===== config.mk =====
export PLATFORM = sky130hd
export DESIGN_NAME = data_controller_gen
export DESIGN_NICKNAME = d
export VERILOG_FILES = /design/src/rtl/data_controller_gen.sv
export SDC_FILE = /design/constraint.sdc
export NUM_CORES = 1
export LEC_CHECK = 0
export BUFFER_PORTS_ARGS = -buffer_cell sky130_fd_sc_hd__buf_4
export CAP_MARGIN = 20
export CORE_AREA = 2 2 107 78
export DETAILED_ROUTE_END_ITERATION = 6
export DIE_AREA = 0 0 109 80
export MAX_ROUTING_LAYER = met4
export PLACE_DENSITY = 0.82
export SETUP_SLACK_MARGIN = 0.02
export SLEW_MARGIN = 20
export SYNTH_ARGS = -nofsm -noshare
export SYNTH_HDL_FRONTEND = slang
export SYNTH_SLANG_ARGS = --single-unit

===== constraint.sdc =====
create_clock -name clk -period 3.2 [get_ports clk]
set_input_delay 0.64 -clock clk [delete_from_list [all_inputs] [get_ports clk]]
set_output_delay 0.64 -clock clk [all_outputs]
set_load 0.005 [all_outputs]

===== src/rtl/data_controller_gen.sv =====
// CPU-side glue: peripheral read mux, CPU reset hold, interrupt priority encoder
// and the audio sample latch/volume path.
module data_controller_gen #(
   parameter int NPER         = 4,
   parameter int NIRQ         = 2,
   parameter int RESET_CYCLES = 1048575,
   parameter int AUD_W        = 8,
   parameter int VOL_W        = 3
) (
   input  logic                   clk,
   input  logic                   _systemReset,
   input  logic                   cep,
   input  logic                   cen,
   input  logic [NPER-1:0]        per_sel,
   input  logic [16*NPER-1:0]     per_data,
   input  logic [15:0]            mem_data,
   output logic [15:0]            cpu_data_out,
   input  logic [NIRQ-1:0]        irq_n,
   input  logic [3*NIRQ-1:0]      irq_level,
   input  logic [NIRQ-1:0]        irq_mask,
   output logic [2:0]             _cpuIPL,
   input  logic                   soft_reset_req,
   output logic                   _cpuReset,
   input  logic                   loadSound,
   input  logic                   snd_off,
   input  logic [VOL_W-1:0]       snd_vol,
   output logic [AUD_W+VOL_W-1:0] audio_out,
   output logic                   sel_conflict
);
   localparam int            CW       = $clog2(RESET_CYCLES + 1);
   localparam logic [CW-1:0] RST_LOAD = CW'(RESET_CYCLES);

   // Declaration initialisers make the configured state match the reset state.
   logic [CW-1:0]    rst_cnt_q  = RST_LOAD;
   logic [2:0]       ipl_q      = 3'b111;
   logic             load_q     = 1'b0;
   logic [AUD_W-1:0] sample_q   = '0;
   logic             conflict_q = 1'b0;

   logic [CW-1:0]    rst_cnt_d;
   logic [2:0]       ipl_d;
   logic             load_d;
   logic [AUD_W-1:0] sample_d;
   logic             conflict_d;

   logic [15:0] per_word [NPER];
   logic [2:0]  irq_lvl  [NIRQ];
   logic [2:0]  level;
   logic        multi_sel;

   genvar gi;
   generate
      for (gi = 0; gi < NPER; gi++) begin : g_per
         assign per_word[gi] = per_data[16*gi +: 16];
      end
      for (gi = 0; gi < NIRQ; gi++) begin : g_irq
         assign irq_lvl[gi] = irq_level[3*gi +: 3];
      end
   endgenerate

   // Scan downwards so the lowest-index selected channel wins.
   always_comb begin
      cpu_data_out = mem_data;
      for (int i = NPER - 1; i >= 0; i--) begin
         if (per_sel[i]) cpu_data_out = per_word[i];
      end
   end

   always_comb begin
      level = 3'd0;
      for (int i = 0; i < NIRQ; i++) begin
         if (!irq_n[i] && !irq_mask[i] && (irq_lvl[i] > level)) level = irq_lvl[i];
      end
   end

   assign multi_sel = |(per_sel & (per_sel - NPER'(1)));

   always_comb begin
      rst_cnt_d  = rst_cnt_q;
      ipl_d      = ipl_q;
      load_d     = load_q;
      sample_d   = sample_q;
      conflict_d = conflict_q;
      if (cep) begin
         if (soft_reset_req)          rst_cnt_d = RST_LOAD;
         else if (rst_cnt_q != '0)    rst_cnt_d = rst_cnt_q - CW'(1);
         // The counter only moves on cep, so forcing here keeps the IPL fully registered.
         ipl_d = (rst_cnt_d != '0) ? 3'b111 : ~level;
         if (load_q) sample_d = snd_off ? '0 : mem_data[15 -: AUD_W];
         if (soft_reset_req) conflict_d = 1'b0;
      end
      if (cen)       load_d     = loadSound;
      if (multi_sel) conflict_d = 1'b1;
   end

   always_ff @(posedge clk or negedge _systemReset) begin
      if (!_systemReset) begin
         rst_cnt_q  <= RST_LOAD;
         ipl_q      <= 3'b111;
         load_q     <= 1'b0;
         sample_q   <= '0;
         conflict_q <= 1'b0;
      end else begin
         rst_cnt_q  <= rst_cnt_d;
         ipl_q      <= ipl_d;
         load_q     <= load_d;
         sample_q   <= sample_d;
         conflict_q <= conflict_d;
      end
   end

   assign _cpuReset    = (rst_cnt_q == '0);
   assign _cpuIPL      = ipl_q;
   assign sel_conflict = conflict_q;
   assign audio_out    = {{VOL_W{1'b0}}, sample_q} * {{AUD_W{1'b0}}, snd_vol};

endmodule


# Word-level counts from Yosys, hierarchy flattened
# Cells that the tools add are included.
# word_totals
reg_bits,33
latchBits,0
ramBits,0
mem_bits_ro,0
input_bits,104
output_inout_bits,32
elab_cells,42
memories,0
# op_classes
addsub,2
mul,1
div_mod_pow,0
order_cmp,2
eq_ne,0
n_shift,0
mux,14
n_bitwise,2
n_reduce_logical,16
# op_table
cell,n
16-bit two-way mux,4
20-bit two-way mux,3
20-bit nonzero test,2
20-bit zero test,1
20-bit by 1-bit subtractor with 20-bit output (second input constant),1
8-bit by 3-bit multiplier with 11-bit output,1
3-bit two-way mux,3
8-bit two-way mux,1
4-bit AND,1
1-bit logical AND,4
1-bit zero test,4
2-bit AND reduction,2
2-bit nonzero test,2
4-bit OR reduction,1
4-bit by 1-bit subtractor with 4-bit output (second input constant),1
3-bit by 1-bit > comparator with 1-bit output (second input constant),1
3-bit > comparator,1
1-bit two-way mux,3
3-bit NOT,1

# Logic depth before layout (Yosys ltp)
# Gate-level depths: netlist of the first run.
# logic_depth
word_depth,9
ltp_mapped,13

# Least setup slack after synthesis of the first run
# Ideal clock, no wire load.
# synth_path
path_type,input to output
start,in snd_vol[2]
end,out audio_out[10]
arrival_ns,2.611
required_time_ns,2.560
slack_ns,-0.051
path_stages,13
path_buffers,0
cell_sequence,nand2_1 fa_1 inv_1 ha_1 inv_1 fa_1 nor2b_1 o21ai_0 a21boi_0 o21ai_0 nand2b_1 a21o_1 a21o_1
# synth_via
elab_chain_len,1
# synth_lines
item,line_no,rtl
"start, declared",26,"input logic [VOL_W-1:0] snd_vol,"
8-bit by 3-bit multiplier with 11-bit output,115,"assign audio_out = {{VOL_W{1'b0}}, sample_q} * {{AUD_W{1'b0}}, snd_vol};"
"end, declared",27,"output logic [AUD_W+VOL_W-1:0] audio_out,"
# No other way between the ends.

# Final worst setup path of the first run
# layout_path
start,in snd_vol[1]
end,out audio_out[8]
# The elaborated chain is that of the path after synthesis.

==> reports/summary.md, run 1 <==
In this run the static leakage power is 2.287 nW. TritonCTS built the clock tree. Maximum single-stage delay on the critical path: 480 ps.

In the final design database the tool counted 723 nets. The count of nets left with antenna violations once routing finished came out at 0. Average detailed-routed wire length per instance: 15.12 um. The biggest area contributor in the post-synthesis netlist is sky130_fd_sc_hd__dfstp_2. The synthesized design contains 33 register bits. Arrival time of data at the critical path endpoint: 2810 ps. The clock network is responsible for 23.7% of the overall power. The worst setup path is of the input port to output pin kind. The worst path in the final design needs a cycle of 3448 ps, including I/O delays and setup. The remaining max-slew budget at the tightest pin was 49.49%. The tools report the largest clock skew in the final design as 6.363 ps. Counting both buffers and inverters, the worst setup path holds a total of 5. The logs give 640 for the filler cell count in the final layout and 44.07% for the effective utilization at floorplan. After floorplanning, the core was divided into 27 placement rows. For the post-detailed-routing wire length, the log shows 10.57 mm. Of the available clock period, the critical path in the final layout requires 107.8%. The worst setup path is captured at an output pin.

The initial antenna violation count is 0. The H-tree generated during clock tree synthesis spans 2 levels. The total track usage came out at 24.37%.

Summing every instance area after synthesis gives 3379 sq um. The run gives 2560 ps as the data required time of the worst path. Counting every sink on the clock net gives 33. The tools report the buffer type at the clock tree root as sky130_fd_sc_hd__clkbuf_8. The die covers 8720 sq um.

Based on the critical path, the design can be clocked at up to 0.2900 GHz. The number of antenna diodes in the final layout is 0. The number of standard cells after synthesis was 459. The number of port buffers works out to 135. For the via count, the log shows 3821.

The average vias per placed instance was 5.466. In this run the worst hold path is classified as input port to async pin. For the final setup violation count, the log shows 4. The layout overhead on the synthesized area is 42.13%. The commonest register cell after synthesis was sky130_fd_sc_hd__dfstp_2.

Entering global routing, the biggest net connects 35 pins. Total iterations of the first detailed-routing run: 5. For this run the aggregate overflow at the end of global routing stands at 0. The flow ran to the end, but the final reports show violations.

STA classifies the critical path startpoint as an input port. The largest individual stage delay along the critical path comes from the cell sky130_fd_sc_hd__fa_1. In this run the vertical extent of the chip is 80 um.

Overall die width: 109 um. Dividing total power by cell area gives a power density of 278.2 nW/um^2. Cells with a size suffix above 1 make up 37.79% of the layout. For this run, design rule violations remaining after detail routing come to 0.

The number of synthesized flops with an enable pin is 0, and the clock slew seen by the registers of the worst setup and hold paths is 60 ps. Net switching is 31.42% of the power. The maximum count of clock buffers along a single path was 2.

The most repeated cell in the gate-level netlist after synthesis is sky130_fd_sc_hd__nand2_1. For the via count of the first global-routing pass, the log shows 3544. The first global-routing pass estimated 16.62 mm of wire. The tools report the smallest hold slack as 291.9 ps. Yosys printed 0 warnings. For the power spent charging and discharging nets, the log shows 0.0004200 W. The run gives 0.0009166 W as the design internal power. In this design, the largest share of critical-path delay is due to adder cells. The count of hold-fix buffers inserted at cts was 0; the fraction of registers with async set or reset after synthesis was 100.0%. The detailed router finished its first iteration with 404 violations.

The congestion estimate from routability-driven global placement came to 0.9609. After floorplanning, the core was sized to cover 7669 sq um. The commonest cells after synthesis are 65 x sky130_fd_sc_hd__nand2_1, 56 x sky130_fd_sc_hd__nor2_1, 55 x sky130_fd_sc_hd__a21oi_1. The slew at the pin closest to its max-slew limit is 750.7 ps, and the total of max-cap violations is 0. After routing, the total negative slack on setup checks comes to -785.9 ps. The tools report the count of cell types in the netlist as 57. The peak fanout along the critical path came out at 5.

After synthesis, the cell types taking the most area are sky130_fd_sc_hd__dfstp_2 18%, sky130_fd_sc_hd__a21oi_1 8.1%, sky130_fd_sc_hd__dfrtp_1 7.4%, sky130_fd_sc_hd__o21ai_0 7.4%, sky130_fd_sc_hd__nand2_1 7.2%. Per report_power, the sequential group accounts for 36.4% of the total. The tools report the worst setup margin as -248.1 ps. The final reports fail on negative setup slack. For the peak supply drop, the log shows 0.0001815 V. Dividing the synthesized area by the synthesized cell count gives 7.363 sq um.

The tools report the sequential fraction of the synthesis area as 25.29%. Setup repair after global routing could not meet its margin everywhere. The max-slew violation total from the final report was 0. For the worst-skew pair, the clock arrives at the later sink with an insertion delay of 280 ps. 136 I/O pins were placed. For the hold violation count in the final report, the log shows 0.

Cells fill 62.64% of the core in the end. The number of nets in the synthesized netlist is 585. The synthesized design devotes to its leading area cell type 17.88% of total area.

The critical path goes through buf_12 -> nand2_4 -> fa_1 -> inv_2 -> ha_4 -> inv_2 -> fa_2 -> nor2b_1 -> o21ai_1 -> a21boi_1 -> o21ai_1 -> nand2b_1 -> buf_4 -> xor2_1 -> buf_4. Once detailed placement completed, the half-perimeter wirelength came to 8.390 mm. For the combinational power share, the log shows 39.9%. Prior to clock tree synthesis, the placed netlist has a worst setup slack of -365.1 ps. The tools report the total CTS buffers as 5.
[power by group through the flow]
stage | combinational (W) | clock, W | sequential (W)
after floorplan | 0.000243 | 0 | 0.000476
final | 0.000533 | 0.000317 | 0.000487
after CTS | 0.000512 | 0.000323 | 0.000483
after global routing | 0.000592 | 0.000342 | 0.000490
after global placement | 0.000480 | 0 | 0.000487
after detailed placement | 0.000496 | 0 | 0.000488
[what timing repair did]
action / 4_1_cts / 5_1_grt
setup endpoints to repair: 5 / 10
setup buffers: 7 / 3
pin swaps: 11 / 18
gates cloned: 0 / 0
resized for setup: 16 / 22
[layout by cell type, fill, tap and decap left out, drive strengths merged, types with 10 or more instances in the layout]
cell,n
buf,159
nand2,66
nor2,57
a21oi,55
o21ai,50
inv,26
dfstp,23
mux2i,17
ha,15
nor3,12
dfrtp,10
[sequential cells by signal, summed over array words and instances (netlist names)]
| register | cells |
|---|---|
| load_q | 1 |
| _cpuIPL | 3 |
| sel_conflict | 1 |
| rst_cnt_q | 20 |
| sample_q | 8 |
[metal layers]
layer | vias to the layer above | track usage, % | wire length, um
li1 | 1876 | - | -
met1 | 1795 | 34.24 | 4705
met2 | 135 | 37.95 | 5113
met3 | 15 | 3.347 | 656
met4 | 0 | 4.103 | 95
met5 | - | - | 0
[final cells by class]
class                      count  area [sq um]  share of cell area, %
multi-input combinational    372          2404                  50.04
inverter                      26         97.59                  2.032
timing repair buffer         159          1229                  25.58
tap                          101         126.4                  2.631
clock buffer                   8         90.09                  1.875
sequential                    33         857.1                  17.84
[metrics by stage]
| step | power (W) | std cells | cell area, sq um |
|---|---|---|---|
| final | 0.001337 | 699 | 4803 |
| after global routing | 0.001424 | 699 | 4803 |
| after CTS | 0.001319 | 699 | 4712 |
| after detailed placement | 0.0009849 | 686 | 4542 |
| after global placement | 0.0009665 | 686 | 4542 |
| after floorplan | 0.0007193 | 459 | 3382 |
[cells by family (layout without fill, tap and decap cells)]
family,Yosys count,after routing,synth area share (%)
and+or+nand+nor,184,184,26.92
AOI/OAI and AO/OA,135,135,22.66
buffers and inverters,54,193,6.516
DFF,33,33,25.29
adders and majority gates,23,23,9.996
muxes,20,20,6.035
xor gates and xnor gates,10,10,2.592
[worst paths after layout]
| kind | cells after the start | end | from | slack (ps) |
|---|---|---|---|---|
| worst max-delay path | 15 | audio_out[8] | snd_vol[1] | -250 |
| worst min register to register | 2 | _cpuIPL[0] | _cpuIPL[0] | 500 |
| worst min-delay path | 1 | load_q | _systemReset | 290 |
| max in group asynchronous | 1 | rst_cnt_q[9] | _systemReset | 2580 |
| worst max register to register | 9 | _cpuIPL[2] | rst_cnt_q[1] | 170 |
| min in group clk | 2 | _cpuIPL[0] | _cpuIPL[0] | 500 |
No activity file was read; power rests on OpenSTA's default activity.
==> inputs of run 2 (changes only) <==
--- a/config.mk
+++ b/config.mk
@@ -7,12 +7,12 @@
 export LEC_CHECK = 0
 export BUFFER_PORTS_ARGS = -buffer_cell sky130_fd_sc_hd__buf_4
 export CAP_MARGIN = 20
-export CORE_AREA = 2 2 107 78
+export CORE_AREA = 2 2 98 72
 export DETAILED_ROUTE_END_ITERATION = 6
-export DIE_AREA = 0 0 109 80
+export DIE_AREA = 0 0 100 74
 export MAX_ROUTING_LAYER = met4
-export PLACE_DENSITY = 0.82
-export SETUP_SLACK_MARGIN = 0.02
+export PLACE_DENSITY = 0.91
+export SETUP_SLACK_MARGIN = 0.1
 export SLEW_MARGIN = 20
 export SYNTH_ARGS = -nofsm -noshare
 export SYNTH_HDL_FRONTEND = slang
==> constraint.sdc (replaced) <==
create_clock -name clk -period 4 [get_ports clk]
set_input_delay 0.8 -clock clk [delete_from_list [all_inputs] [get_ports clk]]
set_output_delay 0.8 -clock clk [all_outputs]
set_load 0.005 [all_outputs]
==> run 2 against run 1 <==
  * The run now ends clean
  * Count of clock-buffer cells in the layout is 2 lower
  * Core utilization is 8.1 points higher
  * Global-route usage is 5.0 points higher
  * Worst hold slack better by 150 ps
  * Clock skew is 8.7 ps higher
  * Cell area is 4.2% lower
  * Routed wire length is 2.7% higher
  * Sequential share of layout area is 0.73 points higher
==> reports/summary.md, run 2 (same netlist as run 1, synthesis figures left out) <==
The remaining max-slew budget at the tightest pin was 47.39% (-2.1 points); the first-pass GRT wire length was 16.79 mm (+1.0%). The final setup violation count was 0 (-4); the via count was 3834 (+0.34%). The slew at the pin closest to its max-slew limit is 782.7 ps (+31.95 ps).

Register with the most flip-flops: rst_cnt_q. For the maximum count of clock buffers along a single path, the log shows 2 (unchanged). The layout overhead on the synthesized area came out at 36.17%.

The residual antenna-violating net count after detailed routing came out at 0 (unchanged). For this design, the slowest cell found on the critical path is sky130_fd_sc_hd__fa_1. Derived from the worst setup path, the maximum achievable clock frequency is 0.2616 GHz. Initial antenna violation count: 0 (unchanged). The filler cell count in the final layout is 511 (-20%). The number of buffer and inverter stages on the critical path came out at 3 (-2). The post-route core utilization is 70.73% (+8.1 points). The critical path goes through buf_6 -> nand2_1 -> fa_1 -> inv_1 -> ha_1 -> a21o_1 -> a21oi_2 -> o21ai_0 -> a21oi_1 -> o21ai_0 -> xor2_1 -> buf_4. The critical path capture point is audio_out[9]. The max-slew violation total from the final report is 0 (unchanged). The setup path with the least slack is of type input port to output pin. TritonCTS built the clock tree. The arrival time of data at the critical path endpoint is 3020 ps (+210 ps). The logs give 35 (unchanged) for the largest net degree at the start of global routing and -127.1 ps (+238.0 ps) for the post-place setup slack. The share of cells above drive strength 1 works out to 34.42% (-3.4 points). The logs give 3200 ps (+640 ps) for the data required time of the worst path and 0.9407 (-2.1%) for the weighted congestion reported at the end of routability-driven placement.

Total half-perimeter wirelength after legalization and detailed placement: 8.384 mm (about the same). The maximum single-stage delay on the critical path is 590 ps (+110 ps), and the post-route standard cell area excluding fillers is 4602 sq um (-4.2%). The worst setup path is launched from an input port. The average vias per placed instance is 5.792 (+5.9%). The logs give 25 (-7.4%) for the number of standard-cell rows in the floorplan and 136 (unchanged) for the count of pins on the block boundary. For the number of nets in the layout, the log shows 706 (-2.4%). The number of port buffers works out to 135 (unchanged).

The worst setup margin is 178.0 ps (+426.1 ps). The kind of capture point of the worst setup path is an output pin. The standard cell area after detailed placement is 4394 sq um (-3.3%), and the total number of clock tree sinks is 33 (unchanged). The logs give 7400 sq um (-15%) for the floorplan die area and 690 ps (+520 ps) for the worst-case register-to-register setup slack. The clock slew seen by the registers of the worst setup and hold paths is 70 ps (about the same), and the cell count along the critical path is 12 (-3). Effective utilization at floorplan: 51.94% (+7.9 points). The overall die width works out to 100 um (-8.3%).

The static leakage came out at 2.175 nW (-4.9%). The worst register-to-register path ends at _cpuIPL[2]. The post-detailed-routing wire length is 10.86 mm (+2.7%), and the part of the cycle the worst path needs is 95.55%. The startpoint of the most critical setup path was snd_vol[0]. The total track usage was 29.36% (+5.0 points); the hold violation count in the final report was 0 (unchanged).

H-tree depth reported by CTS: 2 (unchanged). The cell family contributing the most delay on the critical path is adder cells. Leaving out fill and tap cells, the most frequent cell in the layout is sky130_fd_sc_hd__buf_4. The run gives 6506 sq um (-15%) as the area inside the core boundary.

The tools report the cell count after placement as 650 (-5.2%). The tools report the later-pin clock latency in the skew report as 300 ps (+20 ps). The flow ran to the end, and the final reports show no timing, DRC or antenna violations. The total CTS buffers was 5 (unchanged). The count of cells along the worst register-to-register path is 9 (unchanged), and the largest clock skew in the final design is 15.03 ps (+8.671 ps). The startpoint identified for the worst register-to-register timing path is rst_cnt_q[0]. The power density of the placed cells came out at 243.6 nW/um^2 (-12%). The most frequent cell on the critical path was sky130_fd_sc_hd__o21ai_0.

The total iterations of the first detailed-routing run is 5 (unchanged). The run gives 0 (unchanged) as the overflow left after global routing. The number of standard cells in the final layout excluding fillers was 662 (-5.3%); the peak fanout along the critical path was 8 (+3). The tools report the total of max-cap violations as 0 (unchanged).

For the number of diodes added for antenna fixing, the log shows 0 (unchanged). The run gives 0.0001714 V (-5.6%) as the peak supply drop. The path class of the tightest hold or removal check is input port to async pin. The average detailed-routed wire length per instance came out at 16.41 um (+8.5%). The number of flip-flops under the largest register name came out at 20 (unchanged).

The smallest hold slack is 445.9 ps (+154.0 ps). In this run the clock root is driven by a sky130_fd_sc_hd__clkbuf_8. Number of remaining DRC errors: 0 (unchanged). The tools report the via count of the first global-routing pass as 3491 (-1.5%). The vertical extent of the die came out at 74 um (-7.5%).

Leaving out fill and tap cells, the most frequent cells in the layout are 139 x sky130_fd_sc_hd__buf_4, 62 x sky130_fd_sc_hd__nand2_1, 56 x sky130_fd_sc_hd__nor2_1. The initial detailed-routing violation count came out at 253 (-37%). For the finished layout, the period the worst path requires is 3822 ps. Setup repair after global routing left no endpoint under its margin.
run 2: area by class of cell:
cell class | instances | area, sq um | share of cell area (%)
well taps | 81 | 101.3 | 2.202
flip-flops and latches | 33 | 854.6 | 18.57
clock inverters | 2 | 36.28 | 0.7885
inverters | 26 | 97.59 | 2.121
repair buffers | 142 | 1081 | 23.49
clock buffers | 6 | 82.58 | 1.794
multi-input cells | 372 | 2349 | 51.03
run 2: repair_timing:
action / in CTS / in global routing
hold buffers: 0 / 0
buffers inserted: 1 / 3
setup endpoints to repair: 3 / 4
resized for setup: 7 / 12
pin swaps: 5 / 9
endpoints found under the hold margin: 0 / 0
run 2: per-stage QoR:
stage	total power (W)	TNS, ps
after global placement	0.0007471	0
after CTS	0.001100	0
final	0.001121	0
after floorplan	0.0005745	0
after global routing	0.001188	0
after detailed placement	0.0007657	-175.6
run 2: per-layer routing:
layer / part of all wire (%) / global-route usage (%) / wire length [um] / up-vias
met5: 0 / - / 0 / -
met4: 1.5 / 7.306 / 158 / 0
met3: 8.1 / 6.955 / 879 / 19
met2: 47 / 45.57 / 5145 / 180
met1: 43 / 39.19 / 4677 / 1790
li1: - / - / - / 1845
run 2: worst min-delay path by stage:
stage	slack, ps	depth (start not counted)	end
2_1_floorplan	480	2	_cpuIPL[0]
3_3_place_gp	480	2	_cpuIPL[0]
3_5_place_dp	480	2	_cpuIPL[1]
4_1_cts	450	1	sel_conflict
5_1_grt	460	1	sel_conflict
6_report	450	1	sel_conflict
run 2: where the power goes:
| part | total [W] | internal, W | leakage [nW] | switching (W) |
|---|---|---|---|---|
| logic | 0.000393 | 0.000207 | 1.75 | 0.000185 |
| clock network | 0.000336 | 0.000203 | 0.0617 | 0.000132 |
| registers | 0.000393 | 0.000360 | 0.368 | 0.0000323 |
==> inputs of run 3 (changes only) <==
--- a/config.mk
+++ b/config.mk
@@ -8,9 +8,9 @@
 export BUFFER_PORTS_ARGS = -buffer_cell sky130_fd_sc_hd__buf_4
 export CAP_MARGIN = 20
 export CORE_AREA = 2 2 98 72
+export CTS_BUF_LIST = sky130_fd_sc_hd__clkbuf_16
 export DETAILED_ROUTE_END_ITERATION = 6
 export DIE_AREA = 0 0 100 74
-export MAX_ROUTING_LAYER = met4
 export PLACE_DENSITY = 0.91
 export SETUP_SLACK_MARGIN = 0.1
 export SLEW_MARGIN = 20
==> run 3 against run 2 <==
  * Power increased by 2.3%
  * Sequential cell count stayed put
  * Worst hold slack better by 17 ps
  * Core utilization shrank 0.077 points
  * Register-to-register slack lost 290 ps
  * Clock power rose by 9.5%
  * Combinational power down 2%
  * Routed wire length shrank 0.33%
  * Maximum frequency decreased by 1.7%
  * Largest power group unchanged
  * Die area did not move
==> reports/summary.md, run 3 (same netlist as run 1, synthesis figures left out) <==
The weighted congestion reported at the end of routability-driven placement came out at 0.9563 (+1.7%). The first-pass GRT wire length is 16.57 mm (-1.3%), and the effective utilization at floorplan is 51.94% (unchanged). The via count was 3855 (+0.55%); the maximum single-stage delay on the critical path was 480 ps (-110 ps).

The largest individual stage delay along the critical path comes from the cell sky130_fd_sc_hd__fa_1. The initial antenna violation count is 0 (unchanged), and the total half-perimeter wirelength after legalization and detailed placement is 8.189 mm (-2.3%). The final setup violation count came out at 0 (unchanged).

The largest clock skew in the final design was 7.946 ps (-7.089 ps); the maximum count of clock buffers along a single path was 2 (unchanged). The tightest min-delay check is of the input port to async pin type. Vertical extent of the die: 74 um (unchanged). The count of hold-fix buffers inserted at cts is 0 (unchanged), and the cell count along the critical path is 15 (+3). The total iterations of the first detailed-routing run was 5 (unchanged).

The floorplan die area was 7400 sq um (unchanged). For the via count of the first global-routing pass, the log shows 3453 (-1.1%). The residual antenna-violating net count after detailed routing came out at 0 (unchanged). The number of diodes added for antenna fixing is 0 (unchanged), and the standard cell area after detailed placement is 4372 sq um (-0.51%).

Leaving out fill and tap cells, the most frequent cells in the layout are 134 x sky130_fd_sc_hd__buf_4, 62 x sky130_fd_sc_hd__nand2_1, 56 x sky130_fd_sc_hd__nor2_1. The worst-case register-to-register setup slack is 400 ps (-290 ps), and the total track usage is 28.07% (-1.3 points). In this run the worst setup path begins at snd_vol[2]. The most common library cell in the layout ignoring fill and taps is sky130_fd_sc_hd__buf_4. The number of flip-flops under the largest register name was 20 (unchanged).

The initial detailed-routing violation count is 308 (+22%). Number of remaining DRC errors: 0 (unchanged). The tools report the total of max-cap violations as 0 (unchanged).

The run gives 0.0001959 V (+14%) as the peak supply drop. The slew at the pin closest to its max-slew limit is 990.5 ps (+207.8 ps), and the overall die width is 100 um (unchanged). Walking the worst path, the cells encountered are buf_12 -> nand2_4 -> fa_1 -> inv_1 -> ha_2 -> inv_2 -> fa_2 -> nor2b_2 -> o21ai_2 -> a21boi_2 -> o21ai_1 -> nand2b_1 -> buf_4 -> xor2_1 -> buf_4. In this run the critical register-to-register path is captured at _cpuIPL[0]. STA classifies the critical path endpoint as an output pin. The post-route minimum period works out to 3888 ps (+66.54 ps). The clock slew seen by the registers of the worst setup and hold paths came out at 50 ps (-20 ps). Setup repair after global routing could not meet its margin everywhere. The static leakage came out at 2.168 nW (-0.32%).

The tools report the number of standard-cell rows in the floorplan as 25 (unchanged). Beginning of the worst register-to-register path: rst_cnt_q[0]. Number of port buffers: 135 (unchanged). The area inside the core boundary was 6506 sq um (unchanged).

The logs give 10.83 mm (-0.33%) for the post-detailed-routing wire length and 5 (unchanged) for the total CTS buffers. The logs give 3090 ps (+70 ps) for the arrival time of data at the critical path endpoint and 35 (unchanged) for the largest net degree at the start of global routing. The H-tree depth reported by CTS is 2 (unchanged), and the data required time of the worst path is 3200 ps (about the same).

The type of the worst setup path was input port to output pin. Grouping stages by cell kind, the critical path spends the most delay in adder cells. The average vias per placed instance was 5.868 (+1.3%). TritonCTS built the clock tree. More flip-flops sit in one register than any other, and that register is rst_cnt_q. The power density of the placed cells was 249.5 nW/um^2 (+2.4%); the filler cell count in the final layout was 509 (-0.39%).

The remaining max-slew budget at the tightest pin came out at 33.46% (-14 points). The later-pin clock latency in the skew report came out at 280 ps (-20 ps). The count of cells along the worst register-to-register path was 9 (unchanged). The kind of start point of the critical path is an input port. The tools report the post-place setup slack as -22.45 ps (+104.6 ps). Counting stages on the worst path, the most repeated cell is sky130_fd_sc_hd__buf_4. For the total number of clock tree sinks, the log shows 33 (unchanged). For the hold violation count in the final report, the log shows 0 (unchanged). For the upper clock frequency limit, the log shows 0.2572 GHz (-1.7%). The number of buffer and inverter stages on the critical path was 5 (+2); the layout overhead on the synthesized area was 36.02%. The average detailed-routed wire length per instance is 16.48 um (+0.43%). The max-slew violation total from the final report was 0 (unchanged); the share of cells above drive strength 1 was 33.85% (-0.57 points). The worst setup margin was 111.5 ps (-66.54 ps); the count of pins on the block boundary was 136 (unchanged).

The tools report the number of nets in the layout as 701 (-0.71%). The flow ran to the end, and the final reports show no timing, DRC or antenna violations. The part of the cycle the worst path needs came out at 97.21% (+1.7 points).

The peak fanout along the critical path is 8 (unchanged). The tools report the smallest hold slack as 462.8 ps (+16.92 ps). The critical path capture point is audio_out[8]. The tools report the buffer type at the clock tree root as sky130_fd_sc_hd__clkbuf_16. For the overflow left after global routing, the log shows 0 (unchanged). Post-route standard cell area excluding fillers: 4597 sq um (-0.11%).
==> run 3: timing repair <==
action / in CTS / in global routing
pin swaps: 2 / 8
endpoints found under the setup margin: 3 / 3
gates resized for setup: 5 / 18
endpoints found under the hold margin: 0 / 0
setup buffers: 0 / 2
==> run 3: worst register-to-register path: stages (launching register included) <==
cell and delay [ps]:
sky130_fd_sc_hd__dfstp_2 430, sky130_fd_sc_hd__inv_1 110, sky130_fd_sc_hd__ha_1 290, sky130_fd_sc_hd__nor3b_1 760
sky130_fd_sc_hd__nor2_1 110, sky130_fd_sc_hd__a2111oi_0 540, sky130_fd_sc_hd__o2111ai_1 230, sky130_fd_sc_hd__or4_1 560
sky130_fd_sc_hd__nor4_2 380, sky130_fd_sc_hd__a21oi_1 120
==> run 3: cell type report <==
type,instances,area [sq um],area share [%]
tap,81,101.3,2.205
sequential,33,854.6,18.59
multi-input combinational,372,2352,51.17
clock inverter,3,13.76,0.2994
timing repair buffer,137,1052,22.89
inverter,26,97.59,2.123
clock buffer,5,125.1,2.722
==> run 3: power by group <==
| part | internal (W) | switching, W |
|---|---|---|
| Clock | 0.000226 | 0.000142 |
| Combinational | 0.000205 | 0.000180 |
| Sequential | 0.000361 | 0.0000331 |
==> run 3: worst min path at each step <==
stage | start | endpoint | slack, ps
5_1_grt | _systemReset | sel_conflict | 500
6_report | _systemReset | sel_conflict | 460
3_3_place_gp | _cpuIPL[0] | _cpuIPL[0] | 480
3_5_place_dp | _cpuIPL[1] | _cpuIPL[1] | 480
2_1_floorplan | _cpuIPL[0] | _cpuIPL[0] | 480
4_1_cts | _systemReset | sample_q[1] | 480
==> run 3: stage by stage <==
stage | utilization, % | std cells | total power, W | setup TNS [ps]
2_1_floorplan | - | 459 | 0.0005745 | 0
3_3_place_gp | 67.19 | 647 | 0.0007452 | 0
3_5_place_dp | 67.19 | 647 | 0.0007618 | -25.58
4_1_cts | 69.48 | 655 | 0.001133 | 0
5_1_grt | 70.65 | 657 | 0.001213 | 0
6_report | 70.65 | 657 | 0.001147 | 0
==> run 3: metal layers <==
metal  share of wire, %  global-route usage [%]  up-vias
met5                  0                       0        -
met4                1.5                   5.632        0
met3                7.3                   4.605       29
met2                 49                   44.37      197
met1                 42                   41.30     1791
li1                   -                       -     1838
